## src/rtl/calc_pkg.sv

```systemverilog
// Shared widths, loader state encoding and field-check masks for the calculator issue path.
package calc_pkg;

  localparam int unsigned WORD_W = 10;
  localparam int unsigned DATA_W = 4;
  localparam int unsigned OP_W   = 2;
  localparam int unsigned CNT_W  = 8;

  typedef enum logic [2:0] {
    S_OP,
    S_A,
    S_B,
    S_EXEC,
    S_RES
  } state_t;

  // Bits that must be zero in a well-formed op word and operand word respectively.
  localparam logic [WORD_W-1:0] OP_HI_MASK   = ~WORD_W'((1 << OP_W) - 1);
  localparam logic [WORD_W-1:0] DATA_HI_MASK = ~WORD_W'((1 << DATA_W) - 1);

endpackage

```

## src/rtl/calc_operand_loader.sv

```systemverilog
// Collects op/A/B words from a serial stream, drives the external ALU and
// returns its captured result over a valid/ready port, counting completions.
module calc_operand_loader
  import calc_pkg::*;
(
  input  logic              clk,
  input  logic              rst_n,
  input  logic              clr,
  input  logic              in_valid,
  output logic              in_ready,
  input  logic [WORD_W-1:0] in_data,
  output logic [OP_W-1:0]   alu_op,
  output logic [DATA_W-1:0] alu_a,
  output logic [DATA_W-1:0] alu_b,
  input  logic [DATA_W-1:0] alu_out,
  output logic              res_valid,
  input  logic              res_ready,
  output logic [DATA_W-1:0] res_data,
  output logic              fmt_err,
  output logic [CNT_W-1:0]  op_count
);

  state_t            state;
  state_t            state_nxt;
  logic              in_hs;
  logic              res_hs;
  logic [WORD_W-1:0] hi_mask;

  // Next-state decode; clr overrides any handshake in flight.
  always_comb begin
    state_nxt = state;
    hi_mask   = DATA_HI_MASK;
    in_hs     = in_valid && in_ready;
    res_hs    = res_valid && res_ready;
    case (state)
      S_OP: begin
        hi_mask = OP_HI_MASK;
        if (in_hs) state_nxt = S_A;
      end
      S_A:     if (in_hs) state_nxt = S_B;
      S_B:     if (in_hs) state_nxt = S_EXEC;
      S_EXEC:  state_nxt = S_RES;
      S_RES:   if (res_hs) state_nxt = S_OP;
      default: state_nxt = S_OP;
    endcase
    if (clr) state_nxt = S_OP;
  end

  // in_ready is registered from the next state, so it depends on state alone.
  always_ff @(posedge clk or negedge rst_n) begin
    if (!rst_n) begin
      state    <= S_OP;
      in_ready <= 1'b1;
    end else begin
      state    <= state_nxt;
      in_ready <= (state_nxt == S_OP) || (state_nxt == S_A) || (state_nxt == S_B);
    end
  end

  always_ff @(posedge clk or negedge rst_n) begin
    if (!rst_n) begin
      alu_op    <= '0;
      alu_a     <= '0;
      alu_b     <= '0;
      res_data  <= '0;
      res_valid <= 1'b0;
      fmt_err   <= 1'b0;
      op_count  <= '0;
    end else begin
      fmt_err <= 1'b0;
      if (in_hs && !clr) begin
        fmt_err <= |(in_data & hi_mask);
        case (state)
          S_OP:    alu_op <= in_data[OP_W-1:0];
          S_A:     alu_a  <= in_data[DATA_W-1:0];
          S_B:     alu_b  <= in_data[DATA_W-1:0];
          default: ;
        endcase
      end

      if (state == S_EXEC && !clr) begin
        res_data  <= alu_out;
        res_valid <= 1'b1;
      end else if (clr || res_hs) begin
        res_valid <= 1'b0;
      end

      if (res_hs && !clr) op_count <= op_count + CNT_W'(1);
    end
  end

endmodule

```

## config.mk

```make
export PLATFORM = sky130hd
export DESIGN_NAME = calc_operand_loader
export DESIGN_NICKNAME = d
export VERILOG_FILES = /design/src/rtl/calc_pkg.sv /design/src/rtl/calc_operand_loader.sv
export SDC_FILE = /design/constraint.sdc
export NUM_CORES = 1
export LEC_CHECK = 0
export CAP_MARGIN = 15
export CORE_UTILIZATION = 47
export CTS_CLUSTER_SIZE = 10
export DETAILED_ROUTE_END_ITERATION = 6
export PLACE_DENSITY = 0.83
export SLEW_MARGIN = 10
export SYNTH_ARGS = -nofsm -noshare
export SYNTH_HDL_FRONTEND = slang
export SYNTH_SLANG_ARGS = --single-unit
```

## constraint.sdc

```tcl
create_clock -name clk -period 3.35 [get_ports clk]
set_clock_uncertainty 0.2 [all_clocks]
set_input_delay 0.335 -clock clk [delete_from_list [all_inputs] [get_ports clk]]
set_output_delay 0.335 -clock clk [all_outputs]
set_load 0.01 [all_outputs]
```

# [After elaboration in Yosys (flattened, before gate mapping)]
# Index checks and enable logic that the tools add are counted.
[totals] regBits=28 out_inout_bits=25 latch_bits=0 memories=0 rom_bits=0 in_bits=19 elab_cells=43 mem_bits_rw=0
[op_classes] n_lt_le_gt_ge=0 div=0 bitwise=1 mux=10 n_reduce_logical=16 n_shift=0 n_eq_ne=6 n_mul=0 add_sub_neg=1
[op_table] cell="$mux W3" count=5
[op_table] cell="$pmux W3 S5" count=1
[op_table] cell="$and A10 B10 Y10" count=1
[op_table] cell="$reduce_or A10 Y1" count=1
[op_table] cell="$eq A3 B2 Y1 const B" count=3
[op_table] cell="$add A8 B1 Y8 const B" count=1
[op_table] cell="$eq A3 B1 Y1 const B" count=2
[op_table] cell="$logic_not A3 Y1" count=2
[op_table] cell="$reduce_and A2 Y1" count=3
[op_table] cell="$logic_and A1 B1 Y1" count=5
[op_table] cell="$mux W4" count=1
[op_table] cell="$eq A3 B3 Y1 const B" count=1
[op_table] cell="$logic_or A1 B1 Y1" count=3
[op_table] cell="$mux W1" count=3
[op_table] cell="$reduce_bool A2 Y1" count=1
[op_table] cell="$logic_not A1 Y1" count=1

# [Logic depth before layout (Yosys ltp)]
[logic_depth] depth_word=7 ltp_mapped=4 mapped_depth_nobuf=4

# [Worst setup path before layout]
# OpenSTA, ideal clock, no wires.
[synth_timing] path_kind="register to register" start="register in_ready" end="register alu_op[0]" n_path_buf=0 required_time_ns=3.025 path_slack_ns=1.772 path_stages_with_launch=4 setup_ns=0.125 t_arrival_ns=1.253 synth_period_minus_slack_ns=1.578 cell_sequence="dfstp_2 -> nand2_2 -> nor4b_4 -> mux2_2"
[synth_between] elab_chain_len=3
[synth_lines] element="from (decl)" line="calc_operand_loader.sv:10" text="output logic in_ready,"
[synth_lines] element="from (signal assigned)" line="calc_operand_loader.sv:56" text="in_ready <= (state_nxt == S_OP) || (state_nxt == S_A) || (state_nxt == S_B);"
[synth_lines] element="$logic_and A1 B1 Y1" line="calc_operand_loader.sv:33" text="in_hs = in_valid && in_ready;"
[synth_lines] element="$logic_and A1 B1 Y1" line="calc_operand_loader.sv:71" text="if (in_hs && !clr) begin"
[synth_lines] element="$reduce_and A2 Y1 (no line)"
[synth_lines] element="to (signal assigned)" line="calc_operand_loader.sv:74" text="S_OP: alu_op <= in_data[OP_W-1:0];"
[synth_lines] element="to (decl)" line="calc_operand_loader.sv:12" text="output logic [OP_W-1:0] alu_op,"
# No other way between the ends.
# A chain may end at the register's enable or synchronous reset.

# [Worst setup path after layout]
[layout_timing] start="register in_ready" end="output port in_ready"
# No word-level cell between the ends.

==> results.py <==
metrics = {
    "setup_path": {
        "crit_required_ns": 2.81,
        "r2r-start": "state[1]",
        "path_class": "flop to output port",
        "cp-startpoint": "in_ready",
        "end_kind": "output port",
        "crit_slowest_cell": "dfstp_2",
        "path_delay_family": "flip-flops",
        "critPathLaunchType": "flop",
        "crit_chain": "clkdlybuf4s50_1",
        "reg2reg_to": "alu_a[2]",
        "r2r_slack_ns": 1.67,
        "path_max_fanout": 3,
        "cp.arrival_ns": 1.46,
        "cp.depth": 1,
        "cp_num_buf_inv": 1,
        "worst_path_largest_cell_delay_ns": 0.60,
        "cp-endpoint": "in_ready",
        "rr_worst_depth": 3,
    },
    "clock_tree": {
        "post-cts-setup-buffers": 0,
        "cts_tree": "done",
        "clock_path_buffers": 2,
        "clockRootBuffer": "clkbuf_4",
        "cts_buffers": 3,
        "hold_buffers": 0,
        "cts.sinks": 28,
        "worstSkewPairLatency_ns": 0.33,
        "path_clk_slew_ns": 0.15,
        "post_cts_resize_count": 0,
        "cts_max_level": 1,
    },
    "flow_run": {
        "maxCapViolCount": 0,
    },
    "placed_design": {
        "dpl.cell_count": 160,
        "dp_slack_ns": 1.155,
        "port_buffers": 43,
        "hpwl_um": 1788,
        "gp_congestion": 0.7033,
    },
    "die": {
        "pin_count": 44,
        "initial_core_util_pct": 50.25,
        "die_w_um": 53.70,
        "die_area_um2": 2884,
        "dieHeight_um": 53.70,
        "num_rows": 18,
        "core_area_um2": 2500,
    },
    "yosys": {
        "yosys-top-cells-area": "dfrtp_1 54%, mux2_2 15%, xor2_1 2.8%, nor3_4 2.6%, dfstp_2 2.1%",
        "yosys_warnings": 0,
        "synth-edff-count": 0,
        "syn_area_um2": 1256,
        "synth-seq-area-share_pct": 55.88,
        "postSynthCellCount": 87,
        "synth_top_flop_cell": "dfrtp_1",
        "synth_common_cells": "27 x dfrtp_1, 17 x mux2_2, 4 x nor3_1, 4 x xor2_1",
        "avgSynthCellArea_um2": 14.44,
        "syn_nets": 107,
        "yosysMostFrequentCell": "dfrtp_1",
        "yosys.cell_types.count": 30,
        "ys_ff_latch": 28,
        "async_flop_share_pct": 100.0,
        "yosysTopAreaCell": "dfrtp_1",
        "synth_top_area_share_pct": 53.78,
    },
    "layout": {
        "final_core_util_pct": 70.92,
        "layout.nets": 155,
        "drive_above_1_share_pct": 24.63,
        "instances_no_fill": 164,
        "area_growth_syn_to_layout_pct": 41.14,
        "num_antenna_cells": 0,
    },
    "detailed_routing": {
        "drc": 0,
        "drt-initial-drc-count": 4,
        "vias_per_cell": 5.177,
        "vias": 849,
        "wirelength_um": 2389,
        "ant_nets": 0,
        "avgRoutedWirePerCell_um": 14.57,
        "drtPass1Iterations": 4,
    },
    "global_routing": {
        "grt_max_degree": 29,
        "grt_pass1_wl_um": 3670,
        "track_usage_pct": 18.20,
        "antenna_found_initial": 0,
        "first_global_vias": 818,
        "overflow": 0,
    },
    "min_path": {
        "hp-class": "input pin to asynchronous set/reset pin",
    },
    "timing": {
        "layout_setup_ws_ns": 1.358,
        "relSlewSlack_pct": 60.11,
        "hold_slack_ns": 0.1486,
        "timing.fmax_mhz": 502.1,
        "tightest_slew_ns": 0.5964,
        "setup_viol": 0,
        "fin_crit_sh_pct": 59.45,
        "period_minus_slack_ns": 1.992,
        "rsz0062_at_grt": "false",
        "drv_slew": 0,
        "setup_tns_ns": 0,
        "hold_viol_final": 0,
    },
    "power": {
        "p_leak_uw": 0.0007747,
        "ir_worst_vdd_v": 0.0004551,
        "power_density_nw_per_um2": 529.3,
    },
    "outcome": {
        "status": "completed",
    },
}
## flip-flops by register name (all words and copies together), names as in the netlist
signal and count:
state 3, in_ready 1, fmt_err 1, res_valid 1
res_data 4, alu_op 2, op_count 8, alu_a 4
alu_b 4
## cells in the final DEF (no fill, tap or decap)
cell / n
mux2_2: 17
clkbuf_4: 3
nand4b_4: 1
nand4bb_2: 1
xnor2_1: 3
dfrtp_1: 27
and3_1: 1
nor4_1: 1
a311oi_1: 1
and4b_1: 1
a211oi_1: 1
clkdlybuf4s50_1: 43
nand2_2: 2
dfstp_2: 1
buf_4: 1
o21a_1: 1
nand3b_4: 1
nor3_4: 2
nor2_1: 3
o21ai_0: 1
xor2_1: 4
nand3_1: 3
nor4b_4: 1
a211o_1: 1
nor3b_1: 1
bufinv_16: 1
nor3_1: 4
nand2b_1: 2
nand4_1: 1
nor2_2: 1
ha_1: 1
or2_2: 1
nand2_1: 1
## cells by family after synthesis
kind of cell,count (synthesis),synth area share [%]
mux,17,15.24
simple gates,28,19.12
fa+ha+maj,1,0.9959
compound gates,5,2.988
flops,28,55.88
buf+inv,1,0.8964
xor+xnor,7,4.881
## worst min path at each step
stage | from | end | cells past startpoint
2_1_floorplan | rst_n | alu_a[0] | 0
3_3_place_gp | op_count[7] | op_count[7] | 1
3_5_place_dp | op_count[7] | op_count[7] | 1
4_1_cts | rst_n | op_count[6] | 2
5_1_grt | rst_n | op_count[6] | 2
6_report | rst_n | op_count[5] | 2
## per-layer routing
| layer | track usage [%] | share of wire [%] | up-vias |
|---|---|---|---|
| met5 | 0 | 0 | - |
| met2 | 29.01 | 51 | 24 |
| li1 | - | - | 412 |
| met3 | 4.237 | 4.0 | 4 |
| met4 | 7.895 | 1.1 | 0 |
| met1 | 23.47 | 44 | 409 |
## metrics by stage
stage / total power, uW / area (um2)
6_report: 938.4 / 1773
2_1_floorplan: 554.0 / 1256
5_1_grt: 981.0 / 1773
3_3_place_gp: 716.2 / 1720
3_5_place_dp: 725.2 / 1720
4_1_cts: 948.9 / 1773
## report_power, final
group | leakage, uW | switching, uW | internal [uW]
Clock | 0.0000279 | 100 | 121
Sequential | 0.000361 | 42.0 | 401
Combinational | 0.000385 | 94.5 | 179
Total | 0.000775 | 237 | 701
## layout make-up
| cell class | instances | area (um2) |
|---|---|---|
| flip-flops and latches | 28 | 701.9 |
| repair buffers | 44 | 437.9 |
| fillers | 170 | 726.9 |
| clock inverters | 1 | 30.03 |
| well taps | 30 | 37.54 |
| clock buffers | 3 | 22.52 |
| multi-input cells | 58 | 543.0 |
Note: power is estimated with default switching activity, not from simulation.
